File: src/rtl/moore_match_monitor.sv
`default_nettype none
// ============================================================================
// Module      : moore_match_monitor
// Description : Turns the level output of an upstream Moore sequence detector
//               into single match events, keeps a saturating total count,
//               counts matches inside a fixed-length window and raises a
//               fixed-length alarm when the window count reaches a threshold.
// Ports       : clk         - single clock, rising edge
//               rst         - asynchronous active-high reset
//               det         - detector level input
//               clr         - synchronous clear of counters and FSM
//               thresh      - window match count that raises alarm (0 = off)
//               match_pulse - one-cycle pulse per detected match
//               total_cnt   - saturating count of all matches
//               win_cnt     - matches counted in the current window
//               alarm       - high while in ALARM
// Revision    : 1.0 - initial release
// ============================================================================
module moore_match_monitor #(
    parameter int CNT_W = 8,
    parameter int WIN   = 16,
    parameter int HOLD  = 4
) (
    input  logic             clk,
    input  logic             rst,
    input  logic             det,
    input  logic             clr,
    input  logic [CNT_W-1:0] thresh,
    output logic             match_pulse,
    output logic [CNT_W-1:0] total_cnt,
    output logic [CNT_W-1:0] win_cnt,
    output logic             alarm
);

    localparam int c_TW = (WIN  > 1) ? $clog2(WIN)  : 1;
    localparam int c_HW = (HOLD > 1) ? $clog2(HOLD) : 1;

    localparam logic [c_TW-1:0]  c_TIMER_LAST = c_TW'(WIN - 1);
    localparam logic [c_HW-1:0]  c_HOLD_LAST  = c_HW'(HOLD - 1);
    localparam logic [CNT_W-1:0] c_CNT_MAX    = '1;
    localparam logic [CNT_W-1:0] c_CNT_ONE    = CNT_W'(1);

    localparam logic [1:0] c_ST_IDLE   = 2'd0;
    localparam logic [1:0] c_ST_WINDOW = 2'd1;
    localparam logic [1:0] c_ST_ALARM  = 2'd2;

    logic             r_det_q;
    logic [1:0]       r_state;
    logic [c_TW-1:0]  r_timer;
    logic [c_HW-1:0]  r_hold;
    logic [CNT_W-1:0] r_win_cnt;
    logic [CNT_W-1:0] r_total_cnt;
    logic             r_match_pulse;
    logic             r_alarm;

    logic [1:0]       w_state_nxt;
    logic [c_TW-1:0]  w_timer_nxt;
    logic [c_HW-1:0]  w_hold_nxt;
    logic [CNT_W-1:0] w_win_nxt;
    logic [CNT_W-1:0] w_total_nxt;
    logic             w_pulse_nxt;
    logic             w_alarm_nxt;

    // Rising edge of the detector level; a held-high level counts once.
    logic             w_event;
    logic [CNT_W-1:0] w_win_inc;
    logic [CNT_W-1:0] w_total_inc;
    logic             w_thresh_hit;

    assign w_event     = det & ~r_det_q;
    assign w_win_inc   = (r_win_cnt   == c_CNT_MAX) ? r_win_cnt   : r_win_cnt   + c_CNT_ONE;
    assign w_total_inc = (r_total_cnt == c_CNT_MAX) ? r_total_cnt : r_total_cnt + c_CNT_ONE;

    // Threshold is only evaluated when an event arrives, so a lowered
    // threshold never fires retroactively on an already-counted window.
    assign w_thresh_hit = w_event && (thresh != '0) && (w_win_inc >= thresh);

    // ------------------------------------------------------------------
    // State register (all registered state lives here)
    // ------------------------------------------------------------------
    always_ff @(posedge clk or posedge rst) begin
        if (rst) begin
            r_det_q       <= 1'b0;
            r_state       <= c_ST_IDLE;
            r_timer       <= '0;
            r_hold        <= '0;
            r_win_cnt     <= '0;
            r_total_cnt   <= '0;
            r_match_pulse <= 1'b0;
            r_alarm       <= 1'b0;
        end else begin
            r_det_q       <= det;
            r_state       <= w_state_nxt;
            r_timer       <= w_timer_nxt;
            r_hold        <= w_hold_nxt;
            r_win_cnt     <= w_win_nxt;
            r_total_cnt   <= w_total_nxt;
            r_match_pulse <= w_pulse_nxt;
            r_alarm       <= w_alarm_nxt;
        end
    end

    // ------------------------------------------------------------------
    // Next-state logic
    // ------------------------------------------------------------------
    always_comb begin
        w_state_nxt = r_state;
        w_timer_nxt = r_timer;
        w_hold_nxt  = r_hold;
        w_win_nxt   = r_win_cnt;
        if (clr) begin
            w_state_nxt = c_ST_IDLE;
            w_timer_nxt = '0;
            w_hold_nxt  = '0;
            w_win_nxt   = '0;
        end else begin
            case (r_state)
                c_ST_IDLE: begin
                    w_timer_nxt = '0;
                    w_hold_nxt  = '0;
                    w_win_nxt   = '0;
                    if (w_event) begin
                        w_win_nxt   = c_CNT_ONE;
                        w_state_nxt = (thresh == c_CNT_ONE) ? c_ST_ALARM : c_ST_WINDOW;
                    end
                end
                c_ST_WINDOW: begin
                    // Threshold check wins over expiry so an event on the
                    // last window cycle can still raise the alarm.
                    if (w_thresh_hit) begin
                        w_state_nxt = c_ST_ALARM;
                        w_win_nxt   = w_win_inc;
                        w_hold_nxt  = '0;
                        w_timer_nxt = '0;
                    end else if (r_timer == c_TIMER_LAST) begin
                        w_state_nxt = c_ST_IDLE;
                        w_win_nxt   = '0;
                        w_timer_nxt = '0;
                    end else begin
                        w_timer_nxt = r_timer + 1'b1;
                        if (w_event) begin
                            w_win_nxt = w_win_inc;
                        end
                    end
                end
                c_ST_ALARM: begin
                    if (r_hold == c_HOLD_LAST) begin
                        w_state_nxt = c_ST_IDLE;
                        w_win_nxt   = '0;
                        w_hold_nxt  = '0;
                    end else begin
                        w_hold_nxt = r_hold + 1'b1;
                    end
                end
                default: begin
                    w_state_nxt = c_ST_IDLE;
                    w_timer_nxt = '0;
                    w_hold_nxt  = '0;
                    w_win_nxt   = '0;
                end
            endcase
        end
    end

    // ------------------------------------------------------------------
    // Output logic (next values of the registered outputs)
    // ------------------------------------------------------------------
    always_comb begin
        w_alarm_nxt = (w_state_nxt == c_ST_ALARM);
        w_pulse_nxt = w_event & ~clr;
        w_total_nxt = r_total_cnt;
        if (clr) begin
            w_total_nxt = '0;
        end else if (w_event) begin
            w_total_nxt = w_total_inc;
        end
    end

    assign match_pulse = r_match_pulse;
    assign total_cnt   = r_total_cnt;
    assign win_cnt     = r_win_cnt;
    assign alarm       = r_alarm;

endmodule
`default_nettype wire

File: config.mk
export PLATFORM = sky130hd
export DESIGN_NAME = moore_match_monitor
export DESIGN_NICKNAME = d
export VERILOG_FILES = /design/src/rtl/moore_match_monitor.sv
export SDC_FILE = /design/constraint.sdc
export NUM_CORES = 1
export LEC_CHECK = 0
export ABC_AREA = 1
export BUFFER_PORTS_ARGS = -buffer_cell sky130_fd_sc_hd__buf_2
export CORE_ASPECT_RATIO = 1.75
export CORE_MARGIN = 4
export CORE_UTILIZATION = 40
export CTS_BUF_LIST = sky130_fd_sc_hd__clkbuf_16
export CTS_CLUSTER_DIAMETER = 80
export DETAILED_ROUTE_END_ITERATION = 10
export HOLD_SLACK_MARGIN = 0.15
export MAX_ROUTING_LAYER = met4
export PLACE_DENSITY = 0.59
export SLEW_MARGIN = 0
export SYNTH_ARGS = -nofsm -noshare
export SYNTH_HDL_FRONTEND = slang
export SYNTH_SLANG_ARGS = --single-unit
File: constraint.sdc
create_clock -name clk -period 3.4 [get_ports clk]
set_clock_uncertainty 0.05 [all_clocks]
set_input_delay 0.34 -clock clk [delete_from_list [all_inputs] [get_ports clk]]
set_output_delay 0.34 -clock clk [all_outputs]
set_load 0.02 [all_outputs]
==> flow_summary.toml, run 1 <==
[outcome]
outcome = "complete, no violations"

[pwr]
pwr-share-clk = 0.370
power_frac_comb = 0.146
vdd_drop_max_v = 0.000315
p_int_w = 0.000526
powerDensity_nw_per_um2 = 337
switching_share = 0.267
p_switching_w = 0.000191
pwr-share-seq = 0.484
p_leak_nw = 1.17

[detailed_routing]
drc = 0
num_vias = 1635
drtPass1Iterations = 5
viasPerCell = 5.09
postRouteWirelength_um = 4250
route.antenna.remaining_nets = 0
drtIter0Drc = 46
post_drt_wl_per_cell_um = 13.2

[place]
dp_slack_ns = 0.367
gp_congestion = 0.844
dp.final_hpwl_um = 3490
portBuffers = 29

[critical_path]
cp_slowest_stage_delay_ns = 0.44
worst-endpoint-required_ns = 3.50
crit_buf_inv = 3
crit_chain = "ha_1, nand2_2, inv_2, nand4_4, nor2_4, nand2_4, nand2_2, xor2_1, inv_1, ha_1, a21oi_1, nor2_1, nor2_1, nand3_1, nand2_2, nand3_2, nand2_4, inv_1, nand2_1, nand2_1"
startpoint = "win_cnt[0]$_DFFE_PP0P_"
cp_top_family = "simple AND/OR/NAND/NOR gates"
rrSetupSlack_ns = 0.36
critPathMaxFanout = 15
endpoint_kind = "register"
crit_slowest_cell = "dfrtp_1"
endpoint = "win_cnt[7]$_DFFE_PP0P_"
crit_type = "reg -> reg"
reg2reg_depth = 20
critPathArrivalTime_ns = 3.14
timing.rr.start = "win_cnt[0]$_DFFE_PP0P_"
r2r_end = "win_cnt[7]$_DFFE_PP0P_"
critPathMostFrequentCell = "nand2_2"
crit_cells = 20
cp-start-kind = "register"

[synthesis]
synth-simple-area-share = 0.321
synth_xor_area_frac = 0.0236
synth-compound-area-share = 0.118
synth-edff-count = 0
syn_area_um2 = 1850
async_flop_share = 1.00
ys_ff_latch = 27
yosysSeqAreaShare = 0.365
synthFlopType = "dfrtp_1"
synth_top_family_by_area = "simple AND/OR/NAND/NOR gates"
synth_warnings = 0
netlist_instances = 238
syn_nets = 262
synth_area_per_cell_um2 = 7.79
synth_mux_area_frac = 0
synthAdderAreaFrac = 0.0810
ys_types = 35

[clock_network]
cts_root_buf = "clkbuf_16"
cts_tree = "done"
clk_pin_slew_ns = 0.07
cts_sinks = 27
htree_levels = 1
cts_setup_buffers = 0
clk_path_buf_depth = 2
cts_buffers = 3
clk_latency_ns = 0.26
cts_resized = 0

[final_layout]
diodes = 0
multi_input_area_um2 = 1010
drive_gt1_frac = 0.259
nets = 295
register_area_um2 = 676
area_growth_pct = 15.1
fillers = 460

[floorplan]
ioPinCount = 30
fp.coreArea_um2 = 4440
die_w_um = 59.5
die_area_um2 = 5830
start_util = 0.417
fp.dieH_um = 98.0
num_rows = 32

[timing]
worstMarginPinSlew_ns = 1.02
rsz0062_at_grt = "false"
final-setup-viol-count = 0
setup_ws_ns = 0.365
tns_ns = 0
hold_viol_final = 0
period_minus_slack_ns = 3.04
finalCritPeriodShare = 0.893
fmax_ghz = 0.329
max_slew_margin = 0.321
drv_slew = 0

[global_route]
grt-ovfl-total = 0
track_usage = 0.171
grt_pass1_wl_um = 7420
grt_pass1_vias = 1637
grt_antenna_before_repair = 0
grt_max_degree = 28

[hold_path]
holdCritPathClass = "in -> async"

[flow_run]
maxCapViolCount = 0
==> routing by layer <==
layer  GRT usage  wire length (µm)  vias to the layer above
met5           -                 0                        -
met4      0.0716               120                        0
met3      0.0172               124                        9
met2       0.303              2390                       29
met1       0.183              1610                      751
li1            -                 -                      846
==> area by class of cell <==
type                    instances  area share
multi-input cells             169       0.472
repair buffers                 30      0.0728
flip-flops and latches         27       0.317
inverters                      40      0.0710
clock inverters                 1     0.00176
well taps                      51      0.0299
clock buffers                   3      0.0352
==> flip-flops by register name, indices dropped and copies added (netlist names) <==
register	count
r_det_q	1
match_pulse	1
alarm	1
total_cnt	8
r_timer	4
win_cnt	8
r_state	2
r_hold	2
==> stage by stage <==
stage	util	instance area (µm²)	cells	total power (W)	hold slack, ns
global route	0.480	2130	321	0.000760	0.369
CTS	0.480	2130	321	0.000729	0.325
finish	0.480	2130	321	0.000718	0.258
detailed placement	0.460	2040	316	0.000460	0.414
global placement	0.460	2040	316	0.000461	0.412
floorplan	-	1850	238	0.000427	0.321
==> placed cells by master (no fill, tap or decap), types with 2 or more instances in the layout <==
master,instances
a21oi_1,12
dfrtp_1,27
nor2_1,22
a31oi_1,2
xor2_1,5
clkbuf_16,3
o21ai_2,5
nand3_1,16
nand4_1,5
ha_1,12
nand2_4,3
nand2_2,7
nand2_1,50
o21ai_1,3
o21ai_0,6
inv_2,11
o31ai_1,2
nor3_1,2
nor2_4,2
buf_2,29
inv_1,29
nor2_2,3
==> synthesized netlist by cell type, types with 2 or more instances <==
| master | number | area [µm²] |
|---|---|---|
| nand2_1 | 50 | 188 |
| inv_1 | 28 | 105 |
| dfrtp_1 | 27 | 676 |
| nor2_1 | 22 | 82.6 |
| nand3_1 | 16 | 80.1 |
| a21oi_1 | 12 | 60.1 |
| ha_1 | 12 | 150 |
| inv_2 | 11 | 41.3 |
| nand2_2 | 7 | 43.8 |
| o21ai_0 | 6 | 30.0 |
| nand4_1 | 5 | 31.3 |
| o21ai_2 | 5 | 43.8 |
| xor2_1 | 5 | 43.8 |
| nand2_4 | 3 | 33.8 |
| nor2_2 | 3 | 18.8 |
| o21ai_1 | 3 | 15.0 |
| a31oi_1 | 2 | 12.5 |
| nor2_4 | 2 | 22.5 |
| nor3_1 | 2 | 10.0 |
| o31ai_1 | 2 | 15.0 |
==> cell families (layout without fill, tap and decap cells) <==
kind of cell / Yosys count / in the layout
flops: 27 / 27
simple gates: 117 / 117
fa+ha+maj: 12 / 12
compound gates: 35 / 35
buf+inv: 42 / 74
xor+xnor: 5 / 5
==> worst min-delay path by stage <==
stage | from | to | slack (ns) | cells past startpoint
finish | rst | r_det_q$_DFF_PP0_ | 0.26 | 2
global route | rst | r_det_q$_DFF_PP0_ | 0.37 | 2
CTS | rst | r_det_q$_DFF_PP0_ | 0.33 | 2
detailed placement | det | r_det_q$_DFF_PP0_ | 0.41 | 1
global placement | r_hold[1]$_DFFE_PP0P_ | r_hold[1]$_DFFE_PP0P_ | 0.41 | 2
floorplan | det | r_det_q$_DFF_PP0_ | 0.32 | 0
==> power by group through the flow <==
stage	clock (W)	sequential (W)	combinational [W]
2_1_floorplan	0	0.000363	0.0000639
3_3_place_gp	0	0.000353	0.000108
6_report	0.000265	0.000347	0.000105
3_5_place_dp	0	0.000353	0.000107
4_1_cts	0.000274	0.000348	0.000108
5_1_grt	0.000286	0.000350	0.000124
==> timing repair <==
action	CTS	global route
hold endpoints to repair	1	0
hold buffers	1	0
endpoints found under the setup margin	0	0
(Power assumes the default switching activity.)
==> inputs of run 2 (changes only) <==
--- a/config.mk
+++ b/config.mk
@@ -16,6 +16,7 @@
 export HOLD_SLACK_MARGIN = 0.15
 export MAX_ROUTING_LAYER = met4
 export PLACE_DENSITY = 0.59
+export SETUP_SLACK_MARGIN = 0.5
 export SLEW_MARGIN = 0
 export SYNTH_ARGS = -nofsm -noshare
 export SYNTH_HDL_FRONTEND = slang
==> run 2 against run 1 <==
Effect of this change:
- core utilization grew 6.6 points
- largest power group unchanged
- register-to-register slack gained 0.23 ns
- clock power about the same
- power up 2.9%
- fmax grew 8.1%
- critical path type unchanged
- setup slack better by 0.23 ns
- cell area rose by 14%
- critical path depth increased by 1
- cell count grew 5.3%
- first-iteration DRC count up 41%
- sequential cell count stayed put
- sequential power about the same
==> flow_summary.toml, run 2 (synthesis gave the netlist of run 1 again) <==
[place]
dp.final_hpwl_um = 3490
dp_slack_ns = 0.367
portBuffers = 29
dpl-instance-area_um2 = 2040
gp_congestion = 0.844

[timing]
setup_ws_ns = 0.591
finalCritPeriodShare = 0.826
final-setup-viol-count = 0
tns_ns = 0
worstMarginPinSlew_ns = 1.01
max_slew_margin = 0.328
period_minus_slack_ns = 2.81
hold_viol_final = 0
rsz0062_at_grt = "true"
fmax_ghz = 0.356
drv_slew = 0
hold_ws_ns = 0.253

[floorplan]
die_w_um = 59.5
start_util = 0.417
fp.dieH_um = 98.0
die_area_um2 = 5830
num_rows = 32
fp.coreArea_um2 = 4440
ioPinCount = 30

[detailed_routing]
drtPass1Iterations = 5
num_vias = 1705
postRouteWirelength_um = 4670
drc = 0
post_drt_wl_per_cell_um = 13.8
drtIter0Drc = 65
viasPerCell = 5.04
route.antenna.remaining_nets = 0

[final_layout]
drive_gt1_frac = 0.359
fillers = 424
diodes = 0
final_area_um2 = 2420
area_growth_pct = 30.8
register_area_um2 = 676
final_util = 0.545
multi_input_area_um2 = 1150
final_common_cell = "nand2_1"
nets = 312
layout.cells.most_common_list = "nand2_1, buf_2, inv_1, dfrtp_1, nor2_1"

[clock_network]
cts_buffers = 3
cts_sinks = 27
clk_pin_slew_ns = 0.07
cts_root_buf = "clkbuf_16"
clk_path_buf_depth = 2
htree_levels = 1
clk_latency_ns = 0.26
cts_tree = "done"

[outcome]
outcome = "complete, no violations"

[pwr]
powerDensity_nw_per_um2 = 305
p_leak_nw = 1.31
vdd_drop_max_v = 0.000318

[hold_path]
holdCritPathClass = "in -> async"

[global_route]
track_usage = 0.172
grt_max_degree = 28
grt_pass1_wl_um = 7490
grt-ovfl-total = 0
grt_antenna_before_repair = 0
grt_pass1_vias = 1657

[critical_path]
critPathArrivalTime_ns = 2.91
cp-start-kind = "register"
crit_type = "reg -> reg"
startpoint = "win_cnt[1]$_DFFE_PP0P_"
timing.rr.start = "win_cnt[1]$_DFFE_PP0P_"
endpoint_kind = "register"
critPathMaxFanout = 7
worst-endpoint-required_ns = 3.51

[flow_run]
maxCapViolCount = 0
==> run 2: changes by cell type in the layout (fill, tap and decap cells not counted), moves of 2 or more <==
cell     before  now
nand3_1      16   14
nor2_2        3    5
nand2_1      50   47
a21oi_2       0    2
inv_2        11   13
buf_6         0    7
ha_4          0    3
nor2_1       22   20
nand2_4       3    5
ha_1         12    9
a21oi_1      12    9
buf_4         0    9
inv_1        29   27
==> run 2: timing repair <==
action | 4_1_cts | 5_1_grt
endpoints found under the setup margin | 11 | 16
setup buffers | 2 | 14
gates resized for setup | 3 | 29
pin swaps | 0 | 16
endpoints found under the hold margin | 1 | 0
gates cloned | 0 | 1
hold buffers | 1 | 0
==> run 2: routing by layer <==
metal | GRT usage | vias up | share of wire | wire length [µm]
met3 | 0.0172 | 7 | 0.023 | 106
met2 | 0.307 | 25 | 0.59 | 2740
met4 | 0.0716 | 0 | 0.017 | 78
met1 | 0.184 | 790 | 0.37 | 1750
met5 | - | - | 0 | 0
li1 | - | 883 | - | -
==> run 2: path summary, 6_finish.rpt <==
kind	endpoint	slack (ns)	cells after the start
min in group clk	r_state[0]$_DFF_PP0_	0.39	2
hold / removal	r_det_q$_DFF_PP0_	0.25	2
setup / recovery	win_cnt[6]$_DFFE_PP0P_	0.59	21
setup reg to reg	win_cnt[6]$_DFFE_PP0P_	0.59	21
max in group asynchronous	win_cnt[4]$_DFFE_PP0P_	2.43	2
hold reg to reg	r_hold[1]$_DFFE_PP0P_	0.44	2
==> run 2: final cells by class <==
type / count / area share
multi-input combinational: 170 / 0.475
clock buffer: 3 / 0.0310
timing repair buffer: 46 / 0.124
tap: 51 / 0.0263
inverter: 40 / 0.0630
sequential: 27 / 0.279
clock inverter: 1 / 0.00155
==> run 2: where the power goes <==
group | leakage [nW] | internal [W] | switching (W) | total [W]
logic | 0.901 | 0.0000483 | 0.0000773 | 0.000126
clock network | 0.0423 | 0.000158 | 0.000109 | 0.000266
registers | 0.371 | 0.000333 | 0.0000140 | 0.000347
total | 1.31 | 0.000539 | 0.000200 | 0.000739
==> run 2: critical path: stages (launching register included) <==
cell,delay [ns]
dfrtp_1,0.37
buf_6,0.12
ha_4,0.14
nand2_2,0.05
inv_2,0.08
nand4_4,0.09
nor2_4,0.16
nand2_4,0.09
nand2_4,0.09
xor2_4,0.18
inv_2,0.07
ha_4,0.27
nand2_1,0.06
nor2_2,0.12
nand4_1,0.11
nand3_2,0.11
nand2_4,0.09
nand3_4,0.15
nand2_8,0.09
buf_6,0.14
nand2_2,0.05
o21ai_2,0.04
==> run 2: through the flow <==
stage | std cells | power, W
6_report | 338 | 0.000739
2_1_floorplan | 238 | 0.000427
4_1_cts | 323 | 0.000732
3_5_place_dp | 316 | 0.000460
5_1_grt | 338 | 0.000782
3_3_place_gp | 316 | 0.000461
==> inputs of run 3 (changes only) <==
--- a/config.mk
+++ b/config.mk
@@ -5,7 +5,7 @@
 export SDC_FILE = /design/constraint.sdc
 export NUM_CORES = 1
 export LEC_CHECK = 0
-export ABC_AREA = 1
+export ABC_AREA = 0
 export BUFFER_PORTS_ARGS = -buffer_cell sky130_fd_sc_hd__buf_2
 export CORE_ASPECT_RATIO = 1.75
 export CORE_MARGIN = 4
@@ -15,7 +15,7 @@
 export DETAILED_ROUTE_END_ITERATION = 10
 export HOLD_SLACK_MARGIN = 0.15
 export MAX_ROUTING_LAYER = met4
-export PLACE_DENSITY = 0.59
+export PLACE_DENSITY = 0.61
 export SETUP_SLACK_MARGIN = 0.5
 export SLEW_MARGIN = 0
 export SYNTH_ARGS = -nofsm -noshare
==> constraint.sdc (replaced) <==
create_clock -name clk -period 2.4 [get_ports clk]
set_clock_uncertainty 0.05 [all_clocks]
set_input_delay 0.24 -clock clk [delete_from_list [all_inputs] [get_ports clk]]
set_output_delay 0.24 -clock clk [all_outputs]
set_load 0.02 [all_outputs]
==> run 3 against run 2 <==
Effect of this change:
- the run now ends with setup timing left
- clock-buffer cell count unchanged
- routed wire length rose by 2.7%
- sequential share of layout area is 0.11 points higher
- core utilization increased by 3.5 points
- setup slack got worse by 0.87 ns
- synthesized area down 5.3%
- die area decreased by 4.8%
==> flow_summary.toml, run 3 <==
[pwr]
vdd_drop_max_v = 0.000268
p_leak_nw = 1.13
powerDensity_nw_per_um2 = 421

[final_layout]
fillers = 367
area_growth_pct = 38.7
final_common_cell = "buf_2"
drive_gt1_frac = 0.432
layout.cells.most_common_list = "buf_2, buf_4, dfrtp_1"
final_area_um2 = 2430
diodes = 0
final_util = 0.581
nets = 266
fin_cells = 290

[hold_path]
hp-start = "clr"
worstHoldPathCells = 2
holdCritPathClass = "in -> reg"
min_to = "total_cnt[0]$_DFFE_PP0P_"

[critical_path]
crit_type = "reg -> reg"
endpoint_kind = "register"
rrSetupSlack_ns = -0.28
critPathArrivalTime_ns = 2.78
startpoint = "win_cnt[1]$_DFFE_PP0P_"
reg2reg_depth = 11
cp-start-kind = "register"
worst-endpoint-required_ns = 2.50
critPathMaxFanout = 7
r2r_end = "r_timer[2]$_DFFE_PP0P_"
timing.rr.start = "win_cnt[1]$_DFFE_PP0P_"

[global_route]
track_usage = 0.186
grt-ovfl-total = 0
grt_antenna_before_repair = 0
grt_pass1_wl_um = 7750
grt_pass1_vias = 1726
grt_max_degree = 28

[synthesis]
synthFlopType = "dfrtp_1"
synth_common_cells = "dfrtp_1, nor2_1, inv_1"
syn_area_um2 = 1750
syn_nets = 204
synth_area_per_cell_um2 = 9.75
yosysSeqAreaShare = 0.385
synth_warnings = 0
post-synth-top-count-cell = "dfrtp_1"
synth_top_cell_area_share = 0.385
synth_top_cell_by_area = "dfrtp_1"
synth-edff-count = 0
async_flop_share = 1.00
yosys-top-cells-area = "dfrtp_1, ha_1, nor2_1, a32o_1, inv_1"
ys_types = 53
ys_ff_latch = 27
netlist_instances = 180

[timing]
setup_ws_ns = -0.280
rsz0062_at_grt = "true"
tns_ns = -4.21
period_minus_slack_ns = 2.68
finalCritPeriodShare = 1.12
hold_viol_final = 0
max_slew_margin = 0.562
worstMarginPinSlew_ns = 0.655
final-setup-viol-count = 17
drv_slew = 0
fmax_ghz = 0.373

[detailed_routing]
drtPass1Iterations = 4
drtIter0Drc = 36
num_vias = 1675
drc = 0
postRouteWirelength_um = 4800
post_drt_wl_per_cell_um = 16.5
viasPerCell = 5.78
route.antenna.remaining_nets = 0

[clock_network]
cts_sinks = 27
clk_pin_slew_ns = 0.07
cts_buffers = 3
htree_levels = 1
clk_latency_ns = 0.27
clk_path_buf_depth = 2
cts_root_buf = "clkbuf_16"
cts_tree = "done"

[floorplan]
fp.dieH_um = 95.6
ioPinCount = 30
start_util = 0.419
die_w_um = 58.1
num_rows = 31
die_area_um2 = 5550
fp.coreArea_um2 = 4190

[place]
portBuffers = 29
dp.cells = 275
gp_congestion = 0.876
dpl-instance-area_um2 = 2180
dp.final_hpwl_um = 3600
dp_slack_ns = -0.345

[outcome]
outcome = "finished, violations left"
violations = "setup timing"

[flow_run]
maxCapViolCount = 0
run 3: power breakdown:
group          switching (W)  total [W]  internal (W)
Clock               0.000171   0.000399      0.000227
Combinational      0.0000843   0.000152     0.0000677
Sequential        0.00000899   0.000472      0.000463
run 3: per-layer routing:
metal / track usage / vias up / wire [µm]
met5: - / - / 0
met4: 0.0774 / 0 / 157
met3: 0.0190 / 15 / 140
met2: 0.355 / 38 / 2720
met1: 0.186 / 824 / 1780
li1: - / 798 / -
run 3: layout make-up:
cell class                 count  area, µm²  area share
timing repair buffer          60        387       0.159
inverter                      13       48.8      0.0201
clock buffer                   3       75.1      0.0309
sequential                    27        681       0.280
multi-input combinational    137       1170       0.482
clock inverter                 1       7.51     0.00309
tap                           49       61.3      0.0252
run 3: per-stage QoR:
step                hold WS (ns)  total power (W)
detailed placement         0.278         0.000617
floorplan                  0.221         0.000574
global route               0.299          0.00106
CTS                        0.292          0.00102
global placement           0.259         0.000610
finish                     0.291          0.00102
run 3: repair_timing:
action,in CTS,in global routing
gates resized for setup,3,16
endpoints found under the hold margin,28,0
pin swaps,9,18
hold buffers,2,0
endpoints found under the setup margin,17,19
buffers inserted,4,5
run 3: cells by family after synthesis:
family	synth area share
AO/OA/AOI/OAI	0.217
XOR/XNOR	0.0300
adder cells (fa/ha/maj)	0.0856
buffers and inverters	0.0392
flip-flops	0.385
multiplexers	0.0207
AND/OR/NAND/NOR	0.223
run 3: worst max-delay path by stage:
| stage | endpoint | slack (ns) |
|---|---|---|
| CTS | r_timer[2]$_DFFE_PP0P_ | -0.29 |
| global route | r_timer[2]$_DFFE_PP0P_ | -0.39 |
| global placement | r_timer[2]$_DFFE_PP0P_ | -0.26 |
| finish | r_timer[2]$_DFFE_PP0P_ | -0.28 |
| detailed placement | r_timer[2]$_DFFE_PP0P_ | -0.34 |
| floorplan | r_timer[2]$_DFFE_PP0P_ | -0.25 |
run 3: worst max-delay path, cell delays in order (launching register included):
cell,delay (ns)
dfrtp_2,0.43
ha_4,0.17
nand4_1,0.13
buf_4,0.16
nand2_2,0.04
mux2_4,0.29
ha_4,0.29
and4_4,0.22
o21ai_4,0.07
o221ai_4,0.24
a21oi_4,0.13
a221o_1,0.35
